==> config.mk <==
export PLATFORM = sky130hd
export DESIGN_NAME = writeback_unit
export DESIGN_NICKNAME = d
export VERILOG_FILES = /design/src/rtl/writeback_unit.sv
export SDC_FILE = /design/constraint.sdc
export NUM_CORES = 1
export LEC_CHECK = 0
export CAP_MARGIN = 20
export CORE_UTILIZATION = 45
export CTS_CLUSTER_DIAMETER = 60
export CTS_CLUSTER_SIZE = 20
export DETAILED_ROUTE_END_ITERATION = 8
export GPL_ROUTABILITY_DRIVEN = 0
export GPL_TIMING_DRIVEN = 0
export PLACE_DENSITY = 0.86
export SLEW_MARGIN = 5
export SYNTH_ARGS = -nofsm -noshare
export SYNTH_HDL_FRONTEND = slang
export SYNTH_SLANG_ARGS = --single-unit
==> constraint.sdc <==
create_clock -name clk -period 2.9 [get_ports clk]
set_clock_uncertainty 0.05 [all_clocks]
set_input_delay 0.58 -clock clk [delete_from_list [all_inputs] [get_ports clk]]
set_output_delay 0.58 -clock clk [all_outputs]
set_load 0.05 [all_outputs]
==> src/rtl/writeback_unit.sv <==
// writeback_unit: final pipeline stage that drives the register-file write port.
//
// Accepts one retiring instruction per in_valid/in_ready handshake. Non-load
// results (ALU, PC+4, immediate) are written in the next cycle. Loads wait in
// WAIT_MEM for a one-cycle mem_rvalid pulse. The returned word is then aligned
// and sign/zero-extended according to funct3.
//
// Ports:
//   clk, reset            - rising-edge clock, synchronous active-high reset
//   in_valid / in_ready   - instruction handshake (in_ready is combinational)
//   in_regw, in_rd        - write enable and destination register
//   in_wbsel              - 00 ALU, 01 LOAD, 10 PC+4, 11 IMM
//   in_funct3             - load size/sign
//   in_alu, in_pcp4, in_imm - result candidates (in_alu is the load address)
//   mem_rvalid, mem_rdata - load response (pulse) and aligned memory word
//   RegW, A3, Result      - registered register-file write port
//   busy, busy_rd         - load pending and its rd, for decode hazard stalls
//   err_align, err_funct3, err_timeout - sticky error flags, cleared by reset

module writeback_unit #(
    parameter int unsigned TIMEOUT = 64
) (
    input  logic        clk,
    input  logic        reset,
    input  logic        in_valid,
    output logic        in_ready,
    input  logic        in_regw,
    input  logic [4:0]  in_rd,
    input  logic [1:0]  in_wbsel,
    input  logic [2:0]  in_funct3,
    input  logic [31:0] in_alu,
    input  logic [31:0] in_pcp4,
    input  logic [31:0] in_imm,
    input  logic        mem_rvalid,
    input  logic [31:0] mem_rdata,
    output logic        RegW,
    output logic [4:0]  A3,
    output logic [31:0] Result,
    output logic        busy,
    output logic [4:0]  busy_rd,
    output logic        err_align,
    output logic        err_funct3,
    output logic        err_timeout
);

    localparam logic [0:0] IDLE     = 1'b0;
    localparam logic [0:0] WAIT_MEM = 1'b1;

    // Counter only needs to reach TIMEOUT-1.
    localparam int unsigned CW = (TIMEOUT > 2) ? $clog2(TIMEOUT) : 1;
    localparam logic [CW-1:0] CNT_LAST = CW'(TIMEOUT - 1);

    logic [0:0]    state_q;
    logic [CW-1:0] cnt_q;
    logic [4:0]    ld_rd_q;
    logic          ld_regw_q;
    logic [2:0]    ld_f3_q;
    logic [1:0]    ld_off_q;
    logic          ld_bad_q;

    logic          regw_q;
    logic [4:0]    a3_q;
    logic [31:0]   result_q;
    logic          busy_q;
    logic [4:0]    busy_rd_q;
    logic          err_align_q;
    logic          err_funct3_q;
    logic          err_timeout_q;

    logic          accept;
    logic          f3_bad;
    logic          misalign;
    logic [31:0]   sel_result;
    logic [7:0]    ld_byte;
    logic [15:0]   ld_half;
    logic [31:0]   ld_value;

    assign in_ready = (state_q == IDLE) && !reset;
    assign accept   = in_valid && in_ready;

    // Load validity, evaluated on the incoming instruction at accept time.
    always_comb begin
        f3_bad   = 1'b0;
        misalign = 1'b0;
        unique case (in_funct3)
            3'b000, 3'b100: misalign = 1'b0;
            3'b001, 3'b101: misalign = in_alu[0];
            3'b010:         misalign = (in_alu[1:0] != 2'b00);
            default:        f3_bad   = 1'b1;
        endcase
    end

    always_comb begin
        sel_result = in_alu;
        unique case (in_wbsel)
            2'b10:   sel_result = in_pcp4;
            2'b11:   sel_result = in_imm;
            default: sel_result = in_alu;
        endcase
    end

    // Align and extend the returned word using the latched offset/funct3.
    always_comb begin
        ld_byte = mem_rdata[7:0];
        unique case (ld_off_q)
            2'd0: ld_byte = mem_rdata[7:0];
            2'd1: ld_byte = mem_rdata[15:8];
            2'd2: ld_byte = mem_rdata[23:16];
            2'd3: ld_byte = mem_rdata[31:24];
            default: ld_byte = mem_rdata[7:0];
        endcase
        ld_half = ld_off_q[1] ? mem_rdata[31:16] : mem_rdata[15:0];
        unique case (ld_f3_q)
            3'b000:  ld_value = {{24{ld_byte[7]}}, ld_byte};
            3'b100:  ld_value = {24'b0, ld_byte};
            3'b001:  ld_value = {{16{ld_half[15]}}, ld_half};
            3'b101:  ld_value = {16'b0, ld_half};
            default: ld_value = mem_rdata;
        endcase
    end

    always_ff @(posedge clk) begin
        if (reset) begin
            state_q       <= IDLE;
            cnt_q         <= '0;
            ld_rd_q       <= '0;
            ld_regw_q     <= 1'b0;
            ld_f3_q       <= '0;
            ld_off_q      <= '0;
            ld_bad_q      <= 1'b0;
            regw_q        <= 1'b0;
            a3_q          <= '0;
            result_q      <= '0;
            busy_q        <= 1'b0;
            busy_rd_q     <= '0;
            err_align_q   <= 1'b0;
            err_funct3_q  <= 1'b0;
            err_timeout_q <= 1'b0;
        end else begin
            regw_q <= 1'b0;  // write enable is a one-cycle pulse
            unique case (state_q)
                IDLE: begin
                    // mem_rvalid is ignored here by construction.
                    if (accept) begin
                        if (in_wbsel != 2'b01) begin
                            regw_q   <= in_regw && (in_rd != 5'd0);
                            a3_q     <= in_rd;
                            result_q <= sel_result;
                        end else begin
                            ld_rd_q      <= in_rd;
                            ld_regw_q    <= in_regw;
                            ld_f3_q      <= in_funct3;
                            ld_off_q     <= in_alu[1:0];
                            ld_bad_q     <= f3_bad || misalign;
                            err_funct3_q <= err_funct3_q || f3_bad;
                            err_align_q  <= err_align_q || misalign;
                            cnt_q        <= '0;
                            busy_q       <= 1'b1;
                            busy_rd_q    <= in_rd;
                            state_q      <= WAIT_MEM;
                        end
                    end
                end
                WAIT_MEM: begin
                    // A response in the expiry cycle still wins over the timeout.
                    if (mem_rvalid) begin
                        regw_q    <= ld_regw_q && (ld_rd_q != 5'd0) && !ld_bad_q;
                        a3_q      <= ld_rd_q;
                        result_q  <= ld_value;
                        busy_q    <= 1'b0;
                        busy_rd_q <= '0;
                        state_q   <= IDLE;
                    end else if (cnt_q == CNT_LAST) begin
                        err_timeout_q <= 1'b1;
                        busy_q        <= 1'b0;
                        busy_rd_q     <= '0;
                        state_q       <= IDLE;
                    end else begin
                        cnt_q <= cnt_q + CW'(1);
                    end
                end
                default: state_q <= IDLE;
            endcase
        end
    end

    assign RegW        = regw_q;
    assign A3          = a3_q;
    assign Result      = result_q;
    assign busy        = busy_q;
    assign busy_rd     = busy_rd_q;
    assign err_align   = err_align_q;
    assign err_funct3  = err_funct3_q;
    assign err_timeout = err_timeout_q;

endmodule

==> results.py <==
metrics = {
    "outcome": {
        "status": "finished clean",
    },
    "logic_synthesis": {
        "synth_edf_count": 0,
        "synthAdderAreaFrac_pct": 0.3069,
        "synth_area_mm2": 0.004076,
        "ys_warn_count": 0,
        "synthFlopType": "dfxtp_1",
        "syn-instance-count": 529,
        "synth_nets": 673,
        "synth-seq-cells": 66,
        "synthXorXnorAreaFrac_pct": 0,
        "muxShareOfSynthArea_pct": 10.62,
        "synth_top_family_by_area": "compound AO/OA/AOI/OAI gates",
        "async_flop_share_pct": 0,
        "yosysUniqueCellTypes": 50,
        "synth_top_area_share_pct": 32.41,
        "synthTopCellsByCount": "nand2_1 (98), dfxtp_1 (66), a21oi_1 (49), nor2_1 (44), mux2i_1 (41)",
        "synth_area_leaders": "dfxtp_1 (32%), mux2i_1 (10%), nand2_1 (9.0%)",
        "synth_compound_area_share_pct": 27.56,
        "yosys.area.top_type": "dfxtp_1",
        "synth.most_common_cell": "nand2_1",
        "avgSynthCellArea_um2": 7.706,
        "yosys.area_share.simple_pct": 23.54,
        "yosysSeqAreaShare_pct": 32.41,
    },
    "cells_and_area": {
        "drive_above_1_share_pct": 6.003,
        "fin_nets": 872,
        "area_growth_pct": 54.82,
        "num_antenna_cells": 0,
    },
    "routing": {
        "routed_via_density": 5.876,
        "antenna_left": 0,
        "dr.first_iter.drc_count": 417,
        "drtPass1Iterations": 5,
        "wl_per_cell_um": 17.92,
        "vias": 4942,
        "drcViolationCount": 0,
        "routed_wl_um": 15070,
    },
    "hold_path": {
        "hp-start": "Result[26]$_SDFFE_PP0P_",
        "hold_class": "flop to flop",
        "hold_depth": 2,
        "min_to": "Result[26]$_SDFFE_PP0P_",
    },
    "power": {
        "p_leak_nw": 2.391,
        "max-vdd-ir-drop_v": 0.0002812,
        "p_per_area_mw_per_mm2": 405.8,
    },
    "critical_path": {
        "worstSetupStartpointType": "input port",
        "worst_setup_path_end_kind": "output port",
        "required_ns": 2.27,
        "reg2reg_from": "state_q$_SDFF_PP0_",
        "r2r_slack_ns": 0.92,
        "crit_top_cell": "clkdlybuf4s50_1",
        "cpMaxStageDelayCell": "clkdlybuf4s50_1",
        "cp_num_buf_inv": 2,
        "critPathKind": "input port to output port",
        "crit_family": "buffers and inverters",
        "crit_chain": "clkdlybuf4s50_1 > nor2_1 > clkdlybuf4s50_1",
        "critPathMaxFanout": 4,
        "ff2ff_path_depth": 5,
        "arrival_ns": 2.21,
        "r2r-end": "Result[13]$_SDFFE_PP0P_",
        "max_stage_delay_ns": 0.88,
    },
    "timing": {
        "hold_violations": 0,
        "rsz0062_at_grt": "false",
        "hold_slack_ns": 0.4080,
        "fin_crit_ns": 2.836,
        "finalCritPeriodShare_pct": 97.80,
        "slew_headroom_pct": 53.52,
        "fin_tns_setup_ns": 0,
        "max_freq_mhz": 352.6,
        "setup_viol": 0,
        "worst_pin_slew_ns": 0.6972,
        "slew_viol_final": 0,
    },
    "floorplan": {
        "dieHeight_um": 97.18,
        "rows": 34,
        "pin_count": 191,
        "die-width_um": 97.18,
        "dieArea_mm2": 0.009443,
        "core_mm2": 0.008763,
        "start_util_pct": 46.52,
    },
    "global_routing": {
        "grt_pass1_wl_um": 23270,
        "antenna_found_initial": 0,
        "grt.overflow.total": 0,
        "grt_usage_pct": 31.00,
        "grt_pass1_vias": 4752,
        "grt_max_degree": 13,
    },
    "clock_network": {
        "cts.sinks": 66,
        "h-tree-depth": 3,
        "cts_buffers": 9,
        "cts_buffer_depth": 2,
        "postCtsSetupBuffers": 0,
        "clk-insertion-delay-late_ns": 0.35,
        "clk_pin_slew_ns": 0.07,
        "cts_tree": "built",
        "cts_resized": 0,
        "cts_hold_buf": 0,
        "cts-root-buf": "clkbuf_8",
    },
    "run": {
        "drv_cap": 0,
    },
    "placement": {
        "port-buffer-count": 188,
        "dp_hpwl_um": 12080,
    },
}
==> layer usage <==
layer	vias to the layer above	global-route usage [%]	share of wire (%)
met4	0	13.89	3.8
met2	296	55.04	49
met5	-	0	0
met1	2269	34.98	37
li1	2327	-	-
met3	50	7.482	10
==> worst register-to-register path: cells and delay by family (launching register included) <==
kind / cells / cell delay [ns]
buffers and inverters: 3 / 0.98
flip-flops: 1 / 0.46
AO/OA/AOI/OAI: 2 / 0.36
==> registers in the layout, indices dropped and copies added (netlist names), 2 cells and up <==
register  count
ld_off_q      2
A3            5
busy_rd       5
ld_rd_q       5
cnt_q         6
Result       32
ld_f3_q       3
==> kinds of logic (layout without fill, tap and decap cells) <==
family | count (synthesis) | in the layout
buf+inv | 51 | 255
simple gates | 205 | 205
mux | 42 | 42
flops | 66 | 66
fa+ha+maj | 1 | 1
compound gates | 164 | 164
==> how the worst max path moves through the flow <==
stage                      from                     end  depth (start not counted)  slack (ns)
after floorplan           reset  Result[0]$_SDFFE_PP0P_                          6        0.62
after global placement    reset                in_ready                          3        0.17
after detailed placement  reset                in_ready                          3        0.15
after CTS                 reset                in_ready                          3        0.14
after global routing      reset                in_ready                          3        0.08
final                     reset                in_ready                          3        0.06
==> final cells by class <==
cell class,count,area [µm²]
Clock buffer,10,127.6
Inverter,5,18.77
Tap cell,108,135.1
Sequential cell,66,1321
Clock inverter,6,90.09
Timing Repair Buffer,188,1882
Fill cell,695,2452
Multi-Input combinational cell,412,2529
Buffer,46,207.7
==> per-stage QoR <==
step,instances,worst slack [ns],area [µm²],total power [mW],utilization (%)
detailed placement,825,0.1500,6093,1.716,69.53
global route,841,0.08414,6311,2.651,72.02
finish,841,0.06389,6311,2.561,72.02
floorplan,529,0.6220,4076,1.359,-
global placement,825,0.1696,6093,1.699,69.53
CTS,841,0.1378,6311,2.556,72.02
==> power by group <==
group          internal (mW)  total (mW)  switching (mW)
registers              0.948       0.972          0.0244
clock network          0.487       0.860           0.373
logic                  0.349       0.729           0.380
==> layout by cell type, fill, tap and decap left out, types with 5 or more instances in the layout <==
cell type,n
a2bb2oi_1,16
o21ai_0,20
and2_1,6
a211oi_1,10
and3b_1,8
and3_1,17
o211ai_1,20
nor2_1,44
nand3_1,5
buf_2,18
dfxtp_1,66
clkdlybuf4s50_1,188
a311oi_1,8
mux2i_1,41
o31ai_1,5
clkbuf_1,24
o32ai_1,8
a21oi_1,49
a31oi_1,5
nand2_1,98
nor2b_1,10
clkbuf_8,9
(Power assumes the default switching activity.)
